## src/rtl/nexys_starship_rng_pkg.sv

```systemverilog
// Shared constants, lane control bundle and the lane seed function
// used by the Nexys Starship random event generator.
package nexys_starship_rng_pkg;

  localparam logic [15:0] DEFAULT_POLY       = 16'hB400;
  localparam logic [15:0] DEFAULT_RESET_SEED = 16'hACE1;
  localparam logic [15:0] LANE_SEED_STRIDE   = 16'h9E37;
  localparam logic [31:0] LOCKUP_STATE       = 32'd1;

  typedef struct packed {
    logic step;
    logic reseed;
  } lane_ctrl_t;

  // Each lane gets a distinct seed; a zero result would lock the LFSR, so it is forced to 1.
  function automatic logic [31:0] lane_seed(input logic [31:0]  base,
                                            input int unsigned  lane,
                                            input int unsigned  width);
    logic [31:0] mask;
    logic [31:0] mixed;
    mask  = (width >= 32) ? 32'hFFFF_FFFF : ((32'd1 << width) - 32'd1);
    mixed = (base ^ (lane * 32'(LANE_SEED_STRIDE))) & mask;
    if (mixed == 32'd0) begin
      mixed = LOCKUP_STATE;
    end
    return mixed;
  endfunction

endpackage

```

## src/rtl/nexys_starship_rng_lane.sv

```systemverilog
// One event lane: Galois LFSR, threshold compare, sticky flag with
// acknowledge, and a post-acknowledge cooldown counter.
module nexys_starship_rng_lane
  import nexys_starship_rng_pkg::*;
#(
  parameter int unsigned       LFSR_W     = 16,
  parameter logic [LFSR_W-1:0] POLY       = LFSR_W'(DEFAULT_POLY),
  parameter logic [LFSR_W-1:0] RESET_SEED = LFSR_W'(DEFAULT_RESET_SEED),
  parameter int unsigned       LANE_IDX   = 0,
  parameter int unsigned       THRESH_W   = 8,
  parameter int unsigned       COOLDOWN   = 4
) (
  input  logic                clk,
  input  logic                rst_n,
  input  lane_ctrl_t          ctrl,
  input  logic [LFSR_W-1:0]   seed_base,
  input  logic [THRESH_W-1:0] thresh,
  input  logic                ack,
  output logic                flag,
  output logic [LFSR_W-1:0]   state
);

  localparam int unsigned       CD_W        = (COOLDOWN == 0) ? 1 : $clog2(COOLDOWN + 1);
  localparam logic [CD_W-1:0]   CD_LOAD     = CD_W'(COOLDOWN);
  localparam logic [LFSR_W-1:0] RESET_STATE = LFSR_W'(lane_seed(32'(RESET_SEED), LANE_IDX, LFSR_W));

  logic [LFSR_W-1:0]   lfsr_q, lfsr_d;
  logic                flag_q, flag_d;
  logic [CD_W-1:0]     cd_q, cd_d;
  logic [THRESH_W-1:0] sample;
  logic [LFSR_W-1:0]   shifted;
  logic                hit;

  // The sample comes from the pre-step state, so a hit reflects the value seen this cycle.
  always_comb begin
    sample  = lfsr_q[THRESH_W-1:0];
    shifted = lfsr_q >> 1;
    hit     = ctrl.step & (sample < thresh) & ~flag_q & (cd_q == '0);
    lfsr_d  = lfsr_q;
    flag_d  = flag_q;
    cd_d    = cd_q;
    if (ctrl.reseed) begin
      lfsr_d = LFSR_W'(lane_seed(32'(seed_base), LANE_IDX, LFSR_W));
      flag_d = 1'b0;
      cd_d   = '0;
    end else begin
      if (ctrl.step) begin
        if (lfsr_q == '0) begin
          lfsr_d = LFSR_W'(LOCKUP_STATE);
        end else if (lfsr_q[0]) begin
          lfsr_d = shifted ^ POLY;
        end else begin
          lfsr_d = shifted;
        end
        if (cd_q != '0) begin
          cd_d = cd_q - CD_W'(1);
        end
      end
      if (ack && flag_q) begin
        flag_d = 1'b0;
        cd_d   = CD_LOAD;
      end else if (hit) begin
        flag_d = 1'b1;
      end
    end
  end

  always_ff @(posedge clk or negedge rst_n) begin
    if (!rst_n) begin
      lfsr_q <= RESET_STATE;
      flag_q <= 1'b0;
      cd_q   <= '0;
    end else begin
      lfsr_q <= lfsr_d;
      flag_q <= flag_d;
      cd_q   <= cd_d;
    end
  end

  assign flag  = flag_q;
  assign state = lfsr_q;

endmodule

```

## src/rtl/nexys_starship_rng_bank.sv

```systemverilog
// Multi-lane pseudo-random event bank for Nexys Starship: NUM_CH
// independent event lanes plus a request/valid random hex port.
module nexys_starship_rng_bank
  import nexys_starship_rng_pkg::*;
#(
  parameter int unsigned       NUM_CH     = 8,
  parameter int unsigned       LFSR_W     = 16,
  parameter logic [LFSR_W-1:0] POLY       = LFSR_W'(DEFAULT_POLY),
  parameter logic [LFSR_W-1:0] RESET_SEED = LFSR_W'(DEFAULT_RESET_SEED),
  parameter int unsigned       THRESH_W   = 8,
  parameter int unsigned       COOLDOWN   = 4,
  parameter int unsigned       HEX_W      = 4
) (
  input  logic                         Clk,
  input  logic                         Reset_n,
  input  logic                         En,
  input  logic                         Seed_load,
  input  logic [LFSR_W-1:0]            Seed,
  input  logic [NUM_CH*THRESH_W-1:0]   Thresh,
  input  logic [NUM_CH-1:0]            Ack,
  output logic [NUM_CH-1:0]            Flag,
  input  logic                         Hex_req,
  output logic [HEX_W-1:0]             Hex_out,
  output logic                         Hex_valid
);

  lane_ctrl_t                ctrl;
  logic [NUM_CH*LFSR_W-1:0]  lane_state;
  logic                      lane_state_unused;
  logic [HEX_W-1:0]          hex_out_q, hex_out_d;
  logic                      hex_valid_q, hex_valid_d;

  always_comb begin
    ctrl.step   = En & ~Seed_load;
    ctrl.reseed = Seed_load;
  end

  for (genvar i = 0; i < NUM_CH; i++) begin : g_lane
    nexys_starship_rng_lane #(
      .LFSR_W     (LFSR_W),
      .POLY       (POLY),
      .RESET_SEED (RESET_SEED),
      .LANE_IDX   (i),
      .THRESH_W   (THRESH_W),
      .COOLDOWN   (COOLDOWN)
    ) u_lane (
      .clk       (Clk),
      .rst_n     (Reset_n),
      .ctrl      (ctrl),
      .seed_base (Seed),
      .thresh    (Thresh[i*THRESH_W +: THRESH_W]),
      .ack       (Ack[i]),
      .flag      (Flag[i]),
      .state     (lane_state[i*LFSR_W +: LFSR_W])
    );
  end

  // Only the top nibble of lane 0 feeds the hex port; the other lane states stay internal.
  assign lane_state_unused = ^lane_state;

  always_comb begin
    hex_out_d   = hex_out_q;
    hex_valid_d = 1'b0;
    if (Hex_req && !Seed_load) begin
      hex_out_d   = lane_state[LFSR_W-1 -: HEX_W];
      hex_valid_d = 1'b1;
    end
  end

  always_ff @(posedge Clk or negedge Reset_n) begin
    if (!Reset_n) begin
      hex_out_q   <= '0;
      hex_valid_q <= 1'b0;
    end else begin
      hex_out_q   <= hex_out_d;
      hex_valid_q <= hex_valid_d;
    end
  end

  assign Hex_out   = hex_out_q;
  assign Hex_valid = hex_valid_q;

endmodule

```

## config.mk

```make
export PLATFORM = sky130hd
export DESIGN_NAME = nexys_starship_rng_bank
export DESIGN_NICKNAME = d
export VERILOG_FILES = /design/src/rtl/nexys_starship_rng_pkg.sv /design/src/rtl/nexys_starship_rng_lane.sv /design/src/rtl/nexys_starship_rng_bank.sv
export SDC_FILE = /design/constraint.sdc
export NUM_CORES = 1
export LEC_CHECK = 0
export BUFFER_PORTS_ARGS = -buffer_cell sky130_fd_sc_hd__buf_2
export CORE_AREA = 10 10 118 199
export DETAILED_ROUTE_END_ITERATION = 8
export DIE_AREA = 0 0 128 209
export GPL_ROUTABILITY_DRIVEN = 0
export PLACE_DENSITY = 0.71
export SYNTH_ARGS = -nofsm -noshare
export SYNTH_HDL_FRONTEND = slang
export SYNTH_SLANG_ARGS = --single-unit
```

## constraint.sdc

```tcl
create_clock -name Clk -period 1.65 [get_ports Clk]
set_clock_uncertainty 0.1 [all_clocks]
set_input_delay 0.33 -clock Clk [delete_from_list [all_inputs] [get_ports Clk]]
set_output_delay 0.33 -clock Clk [all_outputs]
set_load 0.02 [all_outputs]
```

==> impl_metrics.py, run 1 <==
metrics = {
    "timing": {
        "finalCriticalPeriod_ns": 1.67,
        "finalCritPeriodShare_pct": 101,
        "setup_viol": 2,
        "worst_pin_slew_ns": 1.01,
        "finalWorstSetupSlack_ns": -0.0221,
        "hold_slack_ns": 0.0340,
        "slew_headroom_pct": 32.0,
        "finalMaxSlewViolations": 0,
        "hold_viol_final": 0,
        "timing.fmax_mhz": 598,
        "rsz0062_at_grt": "yes",
    },
    "run": {
        "maxCapViolations": 0,
    },
    "final_layout": {
        "area_delta_synth_final_pct": 24.8,
        "fin_area_um2": 12300,
        "final_nets": 1375,
        "layout-drive-gt1-share_pct": 30.4,
        "regArea_um2": 4220,
        "multiInputGateArea_um2": 5310,
        "n_fill_cell": 1733,
        "finalNonFillerCells": 1472,
    },
    "floorplanning": {
        "die-area_um2": 26800,
        "core-area_um2": 20200,
        "num_io_pins": 106,
        "num_rows": 69,
        "die_y_um": 209,
        "die_w_um": 128,
        "start_util_pct": 48.9,
    },
    "global_routing": {
        "grt_pass1_wl_um": 45900,
        "grt_pass1_vias": 8808,
        "antenna_found_initial": 1,
        "grt_max_degree": 76,
        "track_usage_pct": 21.3,
        "gr-total-overflow": 0,
    },
    "setup_path": {
        "crit_fanout": 3,
        "worst_setup_path_start_kind": "flop",
        "timing.setup.critical_path_class": "flop to flop",
        "r2r_setup_slack_ns": -0.02,
        "reg2reg_to": "g_lane[6].u_lane.flag",
        "cp.required_ns": 1.88,
        "worstSetupEndpointType": "flop",
        "cp.arrival_ns": 1.91,
        "endpoint": "g_lane[6].u_lane.flag",
        "r2r_cells": 5,
        "startpoint": "g_lane[6].u_lane.state[3]",
        "rr_startpoint": "g_lane[6].u_lane.state[3]",
    },
    "outcome": {
        "violations": "negative setup slack",
        "outcome": "finished with violations",
    },
    "power_and_ir_drop": {
        "power_leakage_uw": 0.00546,
        "peakVddDrop_v": 0.000753,
        "power_uw": 13300,
        "p_per_area_nw_per_um2": 1080,
    },
    "clock_network": {
        "cts-root-buf": "clkbuf_16",
        "htree_num_levels": 4,
        "clkLatencyLatePin_ns": 0.42,
        "cts_inserted_buffers": 17,
        "cts_tree": "built",
        "path_clk_slew_ns": 0.06,
        "clockBufferDepth": 2,
        "cts_sinks": 165,
    },
    "yosys": {
        "avgSynthCellArea_um2": 9.54,
        "synthArstFlopShare_pct": 100,
        "synth.distinct_cells": 53,
        "yosys_register_bits": 165,
        "synth_edf_count": 0,
        "syn_nets": 1201,
        "ys_seq_area_share_pct": 42.6,
        "syn_inst": 1036,
        "netlist_area_um2": 9880,
        "ys.flop_type": "dfrtp_1",
        "yosysWarnings": 0,
    },
    "detailed_routing": {
        "final_antenna_net_count": 0,
        "routed_wirelength_um": 29300,
        "first_pass_iters": 5,
        "vias": 8556,
        "wl_per_cell_um": 19.9,
        "drtIter0Drc": 729,
        "vias_per_cell": 5.81,
        "drc": 0,
    },
    "place": {
        "place_inst": 1432,
        "port_buffers": 105,
        "hpwl_um": 21200,
        "place_area_um2": 11400,
    },
    "hold_path": {
        "hold_class": "input port to flop",
    },
}
==> metal layers <==
layer  GRT usage [%]  share of wire, %  up-vias
li1                -                 -     4063
met1            23.8                38     4145
met2            36.7                52      260
met3            3.90               4.5       88
met4            12.5               5.5        0
met5               0                 0        -
==> per-stage QoR <==
step | TNS (ns) | util, % | setup slack [ns]
after floorplan | 0 | - | 0.0114
after global placement | -0.363 | 56.2 | -0.234
after detailed placement | -0.660 | 56.2 | -0.254
after CTS | -0.0379 | 59.5 | -0.0176
after global routing | -1.29 | 61.1 | -0.110
final | -0.0266 | 61.1 | -0.0221
==> where the power goes <==
part | total, uW | internal, uW | switching (uW)
Clock | 3900 | 2260 | 1640
Combinational | 4090 | 1840 | 2250
Sequential | 5340 | 4820 | 525
==> cells in the mapped netlist, types with 4 or more instances <==
library cell	number	area share [%]
nand2b_1	23	1.5
nor2_1	84	3.2
a211o_1	9	0.80
o21ai_1	6	0.30
clkbuf_1	32	1.2
buf_4	8	0.61
a221o_1	21	2.1
nand3b_1	4	0.30
a2111oi_0	7	0.62
dfstp_2	68	18
o21ai_0	16	0.81
buf_6	4	0.46
inv_1	93	3.5
nor3_1	10	0.51
buf_1	8	0.30
nor2b_1	102	6.5
xor2_1	21	1.9
a222oi_1	10	1.0
a211oi_1	100	7.6
a21o_1	8	0.61
nor4_1	32	2.0
ha_1	72	9.1
a41oi_1	6	0.53
nand2_1	37	1.4
buf_2	22	1.1
mux2_2	4	0.46
dfrtp_1	97	25
a21oi_1	67	3.4
a311oi_1	9	0.80
a221oi_1	8	0.71
xnor2_1	11	0.98
==> critical path, cell delays in order (launching register included) <==
cell and delay (ns):
dfstp_2 0.59, ha_4 0.22, a211o_1 0.25, a21oi_1 0.13
o21ai_1 0.09, a211oi_1 0.19
==> worst min-delay path by stage <==
| stage | start | depth (start not counted) | slack [ns] | end |
|---|---|---|---|---|
| after detailed placement | Reset_n | 1 | 0.13 | g_lane[3].u_lane.cd_q[2] |
| after CTS | Seed[15] | 2 | 0.03 | g_lane[1].u_lane.state[15] |
| after floorplan | Reset_n | 0 | -0.07 | Hex_out[0] |
| final | Seed[15] | 2 | 0.03 | g_lane[1].u_lane.state[15] |
| after global placement | Reset_n | 1 | 0.12 | g_lane[3].u_lane.cd_q[2] |
| after global routing | Seed[15] | 2 | 0.03 | g_lane[1].u_lane.state[15] |
==> repair_timing <==
action                     in CTS  in global routing
hold buffers                    1                  0
pin swaps                       3                 12
setup endpoints to repair      11                 29
resized for setup              13                 47
setup buffers                   3                  4
hold endpoints to repair       33                  0
==> flip-flops by register name, summed over array words and instances, names as in the netlist <==
signal and cells:
Hex_out 4, g_lane.u_lane.flag 8, g_lane.u_lane.state 128, g_lane.u_lane.cd_q 24, Hex_valid 1
==> logic make-up (layout without fill, tap and decap cells) <==
| kind of cell | Yosys count | count (layout) | synth area share (%) |
|---|---|---|---|
| flops | 165 | 165 | 42.6 |
| other cells | 0 | 1 | 0 |
| simple gates | 314 | 314 | 17.1 |
| buf+inv | 167 | 354 | 7.23 |
| fa+ha+maj | 72 | 72 | 9.12 |
| xor+xnor | 32 | 32 | 2.84 |
| mux | 4 | 4 | 0.456 |
| compound gates | 282 | 282 | 20.6 |
==> placed cells by master, fill, tap and decap left out, types with 5 or more instances in the layout <==
cell type    n
buf_12       8
clkinv_2     5
inv_1       93
o21ai_1     10
nor2_1      83
buf_4      114
a21oi_1     65
nor3_1      10
a221o_1     21
a211o_1      9
nor2b_1    102
a311oi_1     9
a221oi_1     8
dfstp_2     68
ha_1        61
a41oi_1      6
xnor2_1     11
xor2_1      21
dfrtp_1     95
nor4_2      10
nor4_1      18
ha_4        10
o21ai_0     11
buf_2      102
a222oi_1    10
nor4_4       5
nand2_1     37
a211oi_1    98
a21o_1       8
nand2b_1    22
clkbuf_16   17
==> final cells by class <==
type	instances	area share (%)
diodes	1	0.0203
clock buffers	22	3.68
clock inverters	10	0.883
inverters	93	2.83
multi-input cells	704	43.1
flip-flops and latches	165	34.2
well taps	248	2.52
repair buffers	229	12.8
No activity file was read; power rests on OpenSTA's default activity.
==> inputs of run 2 (changes only) <==
Settings changed: RECOVER_POWER set to 50.
==> impl_metrics.py, run 2 (same netlist as run 1, synthesis figures left out) <==
metrics = {
    "timing": {
        "rsz0062_at_grt": "yes",
        "finalWorstSetupSlack_ns": -0.0206,
        "finalMaxSlewViolations": 0,
        "worst_pin_slew_ns": 1.04,
        "setup_viol": 3,
        "timing.fmax_mhz": 599,
        "hold_viol_final": 0,
        "finalCritPeriodShare_pct": 101,
        "tns_ns": -0.0379,
        "finalCriticalPeriod_ns": 1.67,
        "slew_headroom_pct": 29.5,
    },
    "setup_path": {
        "endpoint": "g_lane[6].u_lane.flag",
        "worstSetupEndpointType": "flop",
        "cp.required_ns": 1.89,
        "timing.setup.critical_path_class": "flop to flop",
        "cpPeakStageDelay_ns": 0.59,
        "r2r_setup_slack_ns": -0.02,
        "r2r_cells": 5,
        "crit_fanout": 3,
        "slowest_stage": "dfstp_2",
        "rr_startpoint": "g_lane[6].u_lane.state[3]",
        "worst_setup_path_start_kind": "flop",
        "cp.arrival_ns": 1.91,
        "startpoint": "g_lane[6].u_lane.state[3]",
        "reg2reg_to": "g_lane[6].u_lane.flag",
        "worstPathCellList": "ha_4 -> a211o_1 -> a21oi_1 -> o21ai_1 -> a211oi_1",
    },
    "outcome": {
        "violations": "negative setup slack",
        "outcome": "finished with violations",
    },
    "final_layout": {
        "final_nets": 1375,
        "largest_register_ffs": 128,
        "multiInputGateArea_um2": 5310,
        "regArea_um2": 4220,
        "fin_area_um2": 12300,
        "layout-drive-gt1-share_pct": 29.4,
        "layout_common_cells": "buf_4 (109), nor2b_1 (102), buf_2 (102), a211oi_1 (98), dfrtp_1 (95)",
        "layout_commonest_cell": "buf_4",
        "n_fill_cell": 1743,
        "area_delta_synth_final_pct": 24.3,
    },
    "detailed_routing": {
        "wl_per_cell_um": 19.9,
        "drtIter0Drc": 691,
        "first_pass_iters": 6,
        "vias": 8569,
        "final_antenna_net_count": 0,
        "routed_wirelength_um": 29200,
        "vias_per_cell": 5.82,
        "drc": 0,
    },
    "floorplanning": {
        "die-area_um2": 26800,
        "num_io_pins": 106,
        "start_util_pct": 48.9,
        "die_y_um": 209,
        "core-area_um2": 20200,
        "num_rows": 69,
        "die_w_um": 128,
    },
    "run": {
        "maxCapViolations": 0,
    },
    "global_routing": {
        "grt_pass1_wl_um": 45900,
        "track_usage_pct": 21.3,
        "grt_use_met1_pct": 23.8,
        "grt_max_degree": 76,
        "met2_usage_pct": 36.7,
        "gr-total-overflow": 0,
        "busiest_layer": "met2",
        "grt_pass1_vias": 8808,
        "grtUsageMet3_pct": 3.90,
        "antenna_found_initial": 1,
    },
    "clock_network": {
        "clockBufferDepth": 2,
        "clkLatencyLatePin_ns": 0.43,
        "cts-root-buf": "clkbuf_16",
        "path_clk_slew_ns": 0.06,
        "cts_sinks": 165,
        "cts_tree": "built",
        "cts_inserted_buffers": 17,
        "htree_num_levels": 4,
    },
    "place": {
        "port_buffers": 105,
        "hpwl_um": 21200,
        "place_area_um2": 11400,
        "place_ws_ns": -0.254,
    },
    "power_and_ir_drop": {
        "power_leakage_uw": 0.00543,
        "p_per_area_nw_per_um2": 1080,
        "peakVddDrop_v": 0.000752,
    },
    "hold_path": {
        "hold_class": "input port to flop",
    },
}
## run 2: cell types whose count changed in the layout (fill, tap and decap cells not counted), moves of 4 or more
cell / previous run / this run
dfstp_2: 68 / 57
dfstp_1: 0 / 11
buf_4: 114 / 109
buf_12: 8 / 4
clkbuf_2: 0 / 4
## run 2: layout make-up
cell class | instances | share of cell area [%]
repair buffers | 229 | 12.4
inverters | 93 | 2.84
diodes | 1 | 0.0204
well taps | 248 | 2.53
multi-input cells | 704 | 43.3
clock buffers | 22 | 3.70
flip-flops and latches | 165 | 34.3
clock inverters | 10 | 0.887
## run 2: worst min-delay path by stage
| stage | start | to | slack (ns) | depth (start not counted) |
|---|---|---|---|---|
| 6_report | Seed[15] | g_lane[1].u_lane.state[15] | 0.04 | 2 |
| 5_1_grt | Seed[15] | g_lane[1].u_lane.state[15] | 0.03 | 2 |
| 4_1_cts | Seed[15] | g_lane[1].u_lane.state[15] | 0.03 | 2 |
| 3_5_place_dp | Reset_n | g_lane[3].u_lane.cd_q[2] | 0.13 | 1 |
| 3_3_place_gp | Reset_n | g_lane[3].u_lane.cd_q[2] | 0.12 | 1 |
| 2_1_floorplan | Reset_n | Hex_out[0] | -0.07 | 0 |
## run 2: where the power goes
group,internal [uW],switching (uW),total [uW]
registers,4810,526,5340
logic,1820,2240,4070
clock network,2260,1640,3890
## run 2: metrics by stage
step                      instances  power [uW]  hold WS (ns)  util [%]
after floorplan                1036        7840       -0.0656         -
after global placement         1432        8960         0.124      56.2
after detailed placement       1432        9140         0.125      56.2
after CTS                      1468       13100        0.0305      59.5
after global routing           1472       14100        0.0276      60.8
final                          1472       13300        0.0370      60.8
## run 2: routing by layer
metal	vias up	part of all wire [%]
met5	-	0
met4	0	5.6
met3	87	4.9
met2	280	51
met1	4132	38
li1	4070	-
## run 2: what timing repair did
action | 4_1_cts | 5_1_grt
setup endpoints to repair | 11 | 29
endpoints found under the hold margin | 33 | 0
cloned | 0 | 0
resized for setup | 13 | 47
setup buffers | 3 | 4
pin swaps | 3 | 12
hold buffers | 1 | 0
## run 2: worst max-delay path, delay by kind of cell, from the launching register on
kind            cells  cell delay [ns]
flops               1             0.59
compound gates      4             0.66
fa+ha+maj           1             0.22
